File: src/rtl/reg_scoreboard.sv
// Per-register pending-write scoreboard between ID issue and WB retire.
// Drives the ID stall request and flags protocol violations.
module reg_scoreboard #(
   parameter int NREG         = 32,
   parameter int CNT_W        = 2,
   parameter int MAX_INFLIGHT = 3
) (
   input  logic       clk,
   input  logic       reset,
   input  logic       id_valid,
   input  logic       id_fire,
   input  logic       id_rf_we,
   input  logic [4:0] id_rf_waddr,
   input  logic [4:0] id_rs1,
   input  logic       id_rs1_used,
   input  logic [4:0] id_rs2,
   input  logic       id_rs2_used,
   input  logic       wb_fire,
   input  logic       wb_rf_we,
   input  logic [4:0] wb_rf_waddr,
   output logic       data_harzard_occur,
   output logic [2:0] inflight_cnt,
   output logic       sb_error
);

   logic [NREG-1:0][CNT_W-1:0] cnt, cnt_nxt;
   logic issue, retire, same_reg;
   logic ovf, unf, inc, dec;
   logic rs1_haz, rs2_haz;

   assign issue    = id_fire & id_rf_we & (id_rf_waddr != 5'd0);
   assign retire   = wb_fire & wb_rf_we & (wb_rf_waddr != 5'd0);
   assign same_reg = issue & retire & (id_rf_waddr == wb_rf_waddr);

   // Hazard looks only at registered counters: a WB retire releases ID one cycle later.
   assign rs1_haz = id_rs1_used & (id_rs1 != 5'd0) & (cnt[id_rs1] != '0);
   assign rs2_haz = id_rs2_used & (id_rs2 != 5'd0) & (cnt[id_rs2] != '0);
   assign data_harzard_occur = id_valid & (rs1_haz | rs2_haz);

   always_comb begin
      cnt_nxt = cnt;
      ovf     = 1'b0;
      unf     = 1'b0;
      inc     = 1'b0;
      dec     = 1'b0;
      // Issue and retire to the same register cancel; no saturation check needed.
      if (!same_reg) begin
         if (issue) begin
            if (cnt[id_rf_waddr] == CNT_W'(MAX_INFLIGHT)) ovf = 1'b1;
            else begin
               cnt_nxt[id_rf_waddr] = cnt[id_rf_waddr] + 1'b1;
               inc = 1'b1;
            end
         end
         if (retire) begin
            if (cnt[wb_rf_waddr] == '0) unf = 1'b1;
            else begin
               cnt_nxt[wb_rf_waddr] = cnt[wb_rf_waddr] - 1'b1;
               dec = 1'b1;
            end
         end
      end
   end

   always_ff @(posedge clk) begin
      if (reset) begin
         cnt          <= '0;
         inflight_cnt <= 3'd0;
         sb_error     <= 1'b0;
      end else begin
         cnt <= cnt_nxt;
         if (inc && !dec && inflight_cnt != 3'd7)      inflight_cnt <= inflight_cnt + 3'd1;
         else if (dec && !inc && inflight_cnt != 3'd0) inflight_cnt <= inflight_cnt - 3'd1;
         sb_error <= sb_error | ovf | unf | (id_fire & data_harzard_occur);
      end
   end

endmodule

File: config.mk
export PLATFORM = sky130hd
export DESIGN_NAME = reg_scoreboard
export DESIGN_NICKNAME = d
export VERILOG_FILES = /design/src/rtl/reg_scoreboard.sv
export SDC_FILE = /design/constraint.sdc
export NUM_CORES = 1
export LEC_CHECK = 0
export ABC_AREA = 0
export CORE_MARGIN = 2
export CORE_UTILIZATION = 40
export DETAILED_ROUTE_END_ITERATION = 16
export SETUP_SLACK_MARGIN = 0.4
export SLEW_MARGIN = 5
export SYNTH_ARGS = -nofsm -noshare
export SYNTH_HDL_FRONTEND = slang
export SYNTH_SLANG_ARGS = --single-unit
File: constraint.sdc
create_clock -name clk -period 6.1 [get_ports clk]
set_input_delay 1.525 -clock clk [delete_from_list [all_inputs] [get_ports clk]]
set_output_delay 1.525 -clock clk [all_outputs]
set_load 0.01 [all_outputs]
==> impl_metrics.env, run 1 <==
export IMPL_cts_buffer_depth=2
export IMPL_ys_types=57
export IMPL_root_buffer="clkbuf_16"
export IMPL_hpwlAfterDp_um=15700
export IMPL_coreArea_mm2=0.0139
export IMPL_clock_skew_ns=0.00772
export IMPL_fin_util=0.473
export IMPL_dp_cells=907
export IMPL_holdPathEnd="cnt[1]$_SDFFE_PP0N_"
export IMPL_avgSynthCellArea_um2=7.90
export IMPL_ir_worst_vdd_v=0.000164
export IMPL_worstMarginPinSlew_ns=1.02
export IMPL_required_ns=4.58
export IMPL_cp_max_fo=9
export IMPL_synth_top_area_frac=0.239
export IMPL_whs_ns=0.527
export IMPL_path_buf_inv=2
export IMPL_synth_edff_count=0
export IMPL_die_w_um=123
export IMPL_critical_path_top_delay_family="buffers and inverters"
export IMPL_io_buffers=33
export IMPL_r2r_cells=13
export IMPL_synthArstFlopShare=0
export IMPL_power_density_mw_per_mm2=179
export IMPL_yosys_top_cells_area="dfxtp_1 24%, mux4_2 16%, nor2_1 8.5%, a21oi_1 5.4%, nor3_1 4.9%"
export IMPL_io_pins=34
export IMPL_syn_cell_area_mm2=0.00570
export IMPL_final_cells=923
export IMPL_grt_pass1_wl_um=33400
export IMPL_arrival_ns=4.01
export IMPL_cts_sinks=68
export IMPL_cp_slowest_cell="clkdlybuf4s50_1"
export IMPL_die_h_um=123
export IMPL_path_cells="clkdlybuf4s50_1 > mux4_2 > o22ai_1 > nor4b_1 > a31oi_1 > a31oi_4 > nor2b_1 > clkdlybuf4s50_1"
export IMPL_firstDrtPassIters=6
export IMPL_drc_errors=0
export IMPL_wire_per_inst_um=23.2
export IMPL_synth_nets=754
export IMPL_period_minus_slack_ns=5.54
export IMPL_viasPerCell=6.67
export IMPL_rows=43
export IMPL_ys_flop_type="dfxtp_1"
export IMPL_crit_top_cell="clkdlybuf4s50_1"
export IMPL_grt_usage=0.292
export IMPL_worst_setup_path_type="in2out"
export IMPL_start_util=0.411
export IMPL_clk_insertion_delay_late_ns=0.35
export IMPL_areaGrowthSynthToFinish_pct=15.1
export IMPL_drtIter0Drc=915
export IMPL_ys_seq_area_frac=0.239
export IMPL_finalMaxSlewViolations=0
export IMPL_clkTransAtPathRegs_ns=0.06
export IMPL_gp_congestion=1.02
export IMPL_grt_overflow=0
export IMPL_synth_seq_cells=68
export IMPL_ys_warnings_count=0
export IMPL_hold_violations=0
export IMPL_hold_class="reg2reg"
export IMPL_layout_setup_ws_ns=0.564
export IMPL_cts_setup_buffers=0
export IMPL_slowest_delay_ns=0.70
export IMPL_start_kind="input pin"
export IMPL_drv_cap=0
export IMPL_fin_nets=770
export IMPL_slew_headroom=0.319
export IMPL_rsz0062_at_grt="false"
export IMPL_fin_crit_sh=0.908
export IMPL_max_freq_ghz=0.181
export IMPL_numCtsBuffers=9
export IMPL_grt_max_degree=52
export IMPL_holdPathStages=1
export IMPL_cts_tree="yes"
export IMPL_end_kind="output port"
export IMPL_timing_setup_tns_ns=0
export IMPL_antenna_cells=0
export IMPL_status="completed"
export IMPL_ant_nets=0
export IMPL_grt_pass1_vias=5783
export IMPL_r2r_slack_ns=2.35
export IMPL_pre_cts_ws_ns=0.324
export IMPL_min_delay_start="cnt[1]$_SDFFE_PP0N_"
export IMPL_finalWirelength_um=21400
export IMPL_r2r_end="inflight_cnt[2]$_SDFFE_PP0P_"
export IMPL_die_area_mm2=0.0152
export IMPL_cts_htree_levels=3
export IMPL_r2r_start="cnt[28]$_SDFFE_PP0N_"
export IMPL_setup_violations=0
export IMPL_syn_inst=722
export IMPL_antenna_found_initial=0
export IMPL_drive_gt1_frac=0.149
export IMPL_p_leak_nw=2.21
export IMPL_yosysTopAreaCell="dfxtp_1"
export IMPL_num_vias=6154
synth_stat cells, drive strengths merged, types with 3 or more instances:
| library cell | n |
|---|---|
| a211oi | 19 |
| and3 | 4 |
| buf | 15 |
| a2111oi | 10 |
| nor3b | 9 |
| dfxtp | 68 |
| or2 | 5 |
| inv | 6 |
| nand3 | 18 |
| nand3b | 9 |
| nor2b | 7 |
| or3b | 4 |
| nor4 | 5 |
| o21ai | 30 |
| a221oi | 7 |
| mux4 | 41 |
| nor2 | 130 |
| and3b | 4 |
| o22ai | 7 |
| a22oi | 22 |
| o41ai | 7 |
| mux2i | 19 |
| a21oi | 61 |
| clkbuf | 42 |
| nand2 | 66 |
| or3 | 3 |
| nand4 | 12 |
| nor3 | 57 |
| xnor2 | 7 |
| o21bai | 6 |
timing repair:
item	CTS	global route
endpoints found under the setup margin	0	2
resized for setup	0	9
hold buffers	0	0
logic make-up (layout without fill, tap and decap cells):
kind of cell / after synthesis / after routing / share of synthesized area
AOI/OAI and AO/OA: 181 / 181 / 0.214
muxes: 60 / 60 / 0.195
and+or+nand+nor: 339 / 339 / 0.286
DFF: 68 / 68 / 0.239
xor gates and xnor gates: 7 / 7 / 0.0108
adders and majority gates: 3 / 3 / 0.00790
buffers and inverters: 64 / 85 / 0.0476
per-layer routing:
| metal | up-vias | wire, µm | share of wire | GRT usage |
|---|---|---|---|---|
| li1 | 2755 | - | - | - |
| met1 | 2913 | 8850 | 0.41 | 0.415 |
| met2 | 418 | 9170 | 0.43 | 0.422 |
| met3 | 68 | 2590 | 0.12 | 0.0683 |
| met4 | 0 | 783 | 0.037 | 0.126 |
| met5 | - | 0 | 0 | 0 |
layout make-up:
type | count | area [µm²]
timing repair buffer | 62 | 564
sequential | 68 | 1360
inverter | 7 | 31.3
tap | 180 | 225
fill | 1391 | 7320
multi-input combinational | 590 | 4100
clock buffer | 11 | 233
clock inverter | 5 | 52.6
metrics by stage:
step	area [µm²]	power (W)
after floorplan	5700	0.000583
after global placement	6240	0.000653
after detailed placement	6240	0.000655
after CTS	6530	0.00117
after global routing	6560	0.00121
final	6560	0.00118
cell usage in the layout (no fill, tap or decap), types with 9 or more instances in the layout:
cell and n:
o21ai_0 27, nand4_1 12, a22oi_1 22, nand3b_1 9, a2111oi_2 9, mux2i_1 19
clkdlybuf4s50_1 30, nor3_1 56, mux4_2 41, a21oi_1 61, nand2_1 65, a211oi_1 19
nand3_1 18, clkbuf_16 9, buf_4 27, dfxtp_1 68, nor2_1 129
registers in the layout, summed over array words and instances, names as in the netlist:
| name | flops |
|---|---|
| cnt | 64 |
| inflight_cnt | 3 |
| sb_error | 1 |
power breakdown:
group | leakage, nW | total, W | switching (W) | internal, W
logic | 1.52 | 0.000195 | 0.000114 | 0.0000807
registers | 0.549 | 0.000458 | 0.00000820 | 0.000450
clock network | 0.139 | 0.000522 | 0.000208 | 0.000315
total | 2.21 | 0.00118 | 0.000330 | 0.000845
worst register-to-register path, delay by kind of cell (launching register included):
kind	cells	cell delay (ns)
AND/OR/NAND/NOR	4	0.69
buffers and inverters	1	0.12
flip-flops	1	0.38
multiplexers	3	1.14
adder cells (fa/ha/maj)	2	0.65
XOR/XNOR	1	0.14
AO/OA/AOI/OAI	2	0.48
worst max-delay path by stage:
stage                   startpoint  slack, ns                           end  depth (start not counted)
floorplan           id_rf_waddr[0]       1.04  inflight_cnt[2]$_SDFFE_PP0P_                         15
global placement    wb_rf_waddr[0]       0.37  inflight_cnt[2]$_SDFFE_PP0P_                         13
CTS                      id_rs1[1]       0.41            data_harzard_occur                          9
detailed placement  wb_rf_waddr[0]       0.32  inflight_cnt[2]$_SDFFE_PP0P_                         15
global route             id_rs1[2]       0.41            data_harzard_occur                          8
finish                   id_rs1[2]       0.56            data_harzard_occur                          8
Note: power is estimated with default switching activity, not from simulation.
==> inputs of run 2 (changes only) <==
--- a/config.mk
+++ b/config.mk
@@ -6,6 +6,7 @@
 export NUM_CORES = 1
 export LEC_CHECK = 0
 export ABC_AREA = 0
+export CAP_MARGIN = 20
 export CORE_MARGIN = 2
 export CORE_UTILIZATION = 40
 export DETAILED_ROUTE_END_ITERATION = 16
==> results of run 2 <==
No change in the layout: final DEF, timing and power equal those of run 1.
==> inputs of run 3 (changes only) <==
--- a/config.mk
+++ b/config.mk
@@ -10,6 +10,7 @@
 export CORE_MARGIN = 2
 export CORE_UTILIZATION = 40
 export DETAILED_ROUTE_END_ITERATION = 16
+export REMOVE_ABC_BUFFERS = 1
 export SETUP_SLACK_MARGIN = 0.4
 export SLEW_MARGIN = 5
 export SYNTH_ARGS = -nofsm -noshare
==> impl_metrics.env, run 3 (synthesis gave the netlist of run 1 again) <==
export IMPL_status="completed"
export IMPL_clk_insertion_delay_late_ns=0.35
export IMPL_largest_reg_flops=64
export IMPL_nFillCells=1366
export IMPL_fin_crit_sh=0.913
export IMPL_rsz0062_at_grt="false"
export IMPL_cts_htree_levels=3
export IMPL_viasPerCell=6.72
export IMPL_critical_path_top_delay_family="buffers and inverters"
export IMPL_firstDrtPassIters=6
export IMPL_grt_usage=0.310
export IMPL_start_kind="input pin"
export IMPL_io_pins=34
export IMPL_num_vias=6279
export IMPL_power_density_mw_per_mm2=188
export IMPL_wire_per_inst_um=24.6
export IMPL_whs_ns=0.521
export IMPL_start_util=0.411
export IMPL_drive_gt1_frac=0.164
export IMPL_ir_worst_vdd_v=0.000150
export IMPL_r2r_slack_ns=2.38
export IMPL_cp_slowest_cell="clkdlybuf4s50_1"
export IMPL_grt_pass1_wl_um=34500
export IMPL_rows=43
export IMPL_die_area_mm2=0.0152
export IMPL_timing_setup_tns_ns=0
export IMPL_crit_top_cell="clkdlybuf4s50_1"
export IMPL_areaGrowthSynthToFinish_pct=17.1
export IMPL_slew_headroom=0.382
export IMPL_numCtsBuffers=9
export IMPL_arrival_ns=4.05
export IMPL_fin_nets=781
export IMPL_cts_tree="yes"
export IMPL_clkTransAtPathRegs_ns=0.05
export IMPL_crit_path_end="data_harzard_occur"
export IMPL_antenna_cells=0
export IMPL_clock_skew_ns=0.00618
export IMPL_cp_max_fo=17
export IMPL_period_minus_slack_ns=5.57
export IMPL_drv_cap=0
export IMPL_r2r_start="cnt[0]$_SDFFE_PP0N_"
export IMPL_die_w_um=123
export IMPL_grt_pass1_vias=5797
export IMPL_r2r_end="cnt[54]$_SDFFE_PP0N_"
export IMPL_drtIter0Drc=974
export IMPL_path_buf_inv=3
export IMPL_layout_common_cells="129 x nor2_1, 68 x dfxtp_1, 65 x nand2_1"
export IMPL_grt_max_degree=47
export IMPL_hold_class="reg2reg"
export IMPL_coreArea_mm2=0.0139
export IMPL_hpwlAfterDp_um=16900
export IMPL_required_ns=4.58
export IMPL_root_buffer="clkbuf_16"
export IMPL_final_cells=934
export IMPL_max_freq_ghz=0.179
export IMPL_gp_congestion=1.03
export IMPL_antenna_found_initial=0
export IMPL_regMostFlops="cnt"
export IMPL_path_depth=9
export IMPL_p_leak_nw=2.27
export IMPL_setup_violations=0
export IMPL_io_buffers=33
export IMPL_cp_startpoint="id_rs1[1]"
export IMPL_worst_setup_path_type="in2out"
export IMPL_dp_cells=918
export IMPL_die_h_um=123
export IMPL_slowest_delay_ns=0.61
export IMPL_hold_violations=0
export IMPL_path_cells="clkdlybuf4s50_1 > buf_6 > nor3_1 > a2111oi_1 > nor4_1 > a31oi_1 > a31oi_2 > nor2b_1 > clkdlybuf4s50_1"
export IMPL_finalWirelength_um=23000
export IMPL_hold_buffers=0
export IMPL_cts_sinks=68
export IMPL_worstMarginPinSlew_ns=0.920
export IMPL_grt_overflow=0
export IMPL_cts_buffer_depth=2
export IMPL_biggestRegsByFlops="cnt x64, inflight_cnt x3, sb_error x1"
export IMPL_holdPathStages=2
export IMPL_drc_errors=0
export IMPL_ant_nets=0
export IMPL_end_kind="output port"
export IMPL_r2r_cells=12
export IMPL_finalMaxSlewViolations=0
export IMPL_final_common_cell="nor2_1"
-- run 3: changes by cell type in the layout (fill, tap and decap cells not counted), moves of 2 or more --
cell            before  now
clkbuf_1             2    0
buf_4               27   38
dlymetal6s2s_1       2    0
clkbuf_8             0    3
-- run 3: metrics by stage --
| stage | total power, W | cell area [µm²] | utilization | setup slack, ns |
|---|---|---|---|---|
| CTS | 0.00126 | 6660 | 0.479 | 0.429 |
| finish | 0.00126 | 6670 | 0.481 | 0.529 |
| global placement | 0.000663 | 6320 | 0.455 | 0.419 |
| floorplan | 0.000551 | 5460 | - | 1.59 |
| global route | 0.00130 | 6670 | 0.481 | 0.433 |
| detailed placement | 0.000664 | 6320 | 0.455 | 0.432 |
-- run 3: where the power goes --
group,switching (W),internal [W]
clock network,0.000205,0.000390
registers,0.00000733,0.000450
logic,0.000123,0.0000828
total,0.000335,0.000922
-- run 3: metal layers --
metal | GRT usage | up-vias | share of wire
li1 | - | 2781 | -
met1 | 0.402 | 2989 | 0.40
met2 | 0.470 | 437 | 0.44
met3 | 0.0992 | 72 | 0.12
met4 | 0.141 | 0 | 0.046
met5 | 0 | - | 0
-- run 3: timing repair --
| item | CTS | global route |
|---|---|---|
| endpoints found under the setup margin | 0 | 1 |
| gates resized for setup | 0 | 5 |
| buffers inserted | 0 | 0 |
-- run 3: worst min-delay path by stage --
stage	startpoint	slack [ns]	to
6_report	cnt[55]$_SDFFE_PP0N_	0.52	cnt[55]$_SDFFE_PP0N_
3_3_place_gp	cnt[39]$_SDFFE_PP0N_	0.51	cnt[39]$_SDFFE_PP0N_
4_1_cts	cnt[55]$_SDFFE_PP0N_	0.52	cnt[55]$_SDFFE_PP0N_
3_5_place_dp	cnt[55]$_SDFFE_PP0N_	0.51	cnt[55]$_SDFFE_PP0N_
5_1_grt	cnt[55]$_SDFFE_PP0N_	0.55	cnt[55]$_SDFFE_PP0N_
2_1_floorplan	cnt[39]$_SDFFE_PP0N_	0.45	cnt[39]$_SDFFE_PP0N_
-- run 3: tightest hold or removal path, cell delays in order (launching register included) --
cell      delay, ns
dfxtp_1        0.34
inv_1          0.06
a221oi_1       0.06
-- run 3: final cells by class --
| cell class | instances | area, µm² | area share |
|---|---|---|---|
| flip-flops and latches | 68 | 1360 | 0.204 |
| clock inverters | 4 | 70.1 | 0.0105 |
| clock buffers | 12 | 267 | 0.0399 |
| repair buffers | 73 | 637 | 0.0954 |
| multi-input cells | 590 | 4080 | 0.612 |
| well taps | 180 | 225 | 0.0338 |
| inverters | 7 | 31.3 | 0.00469 |
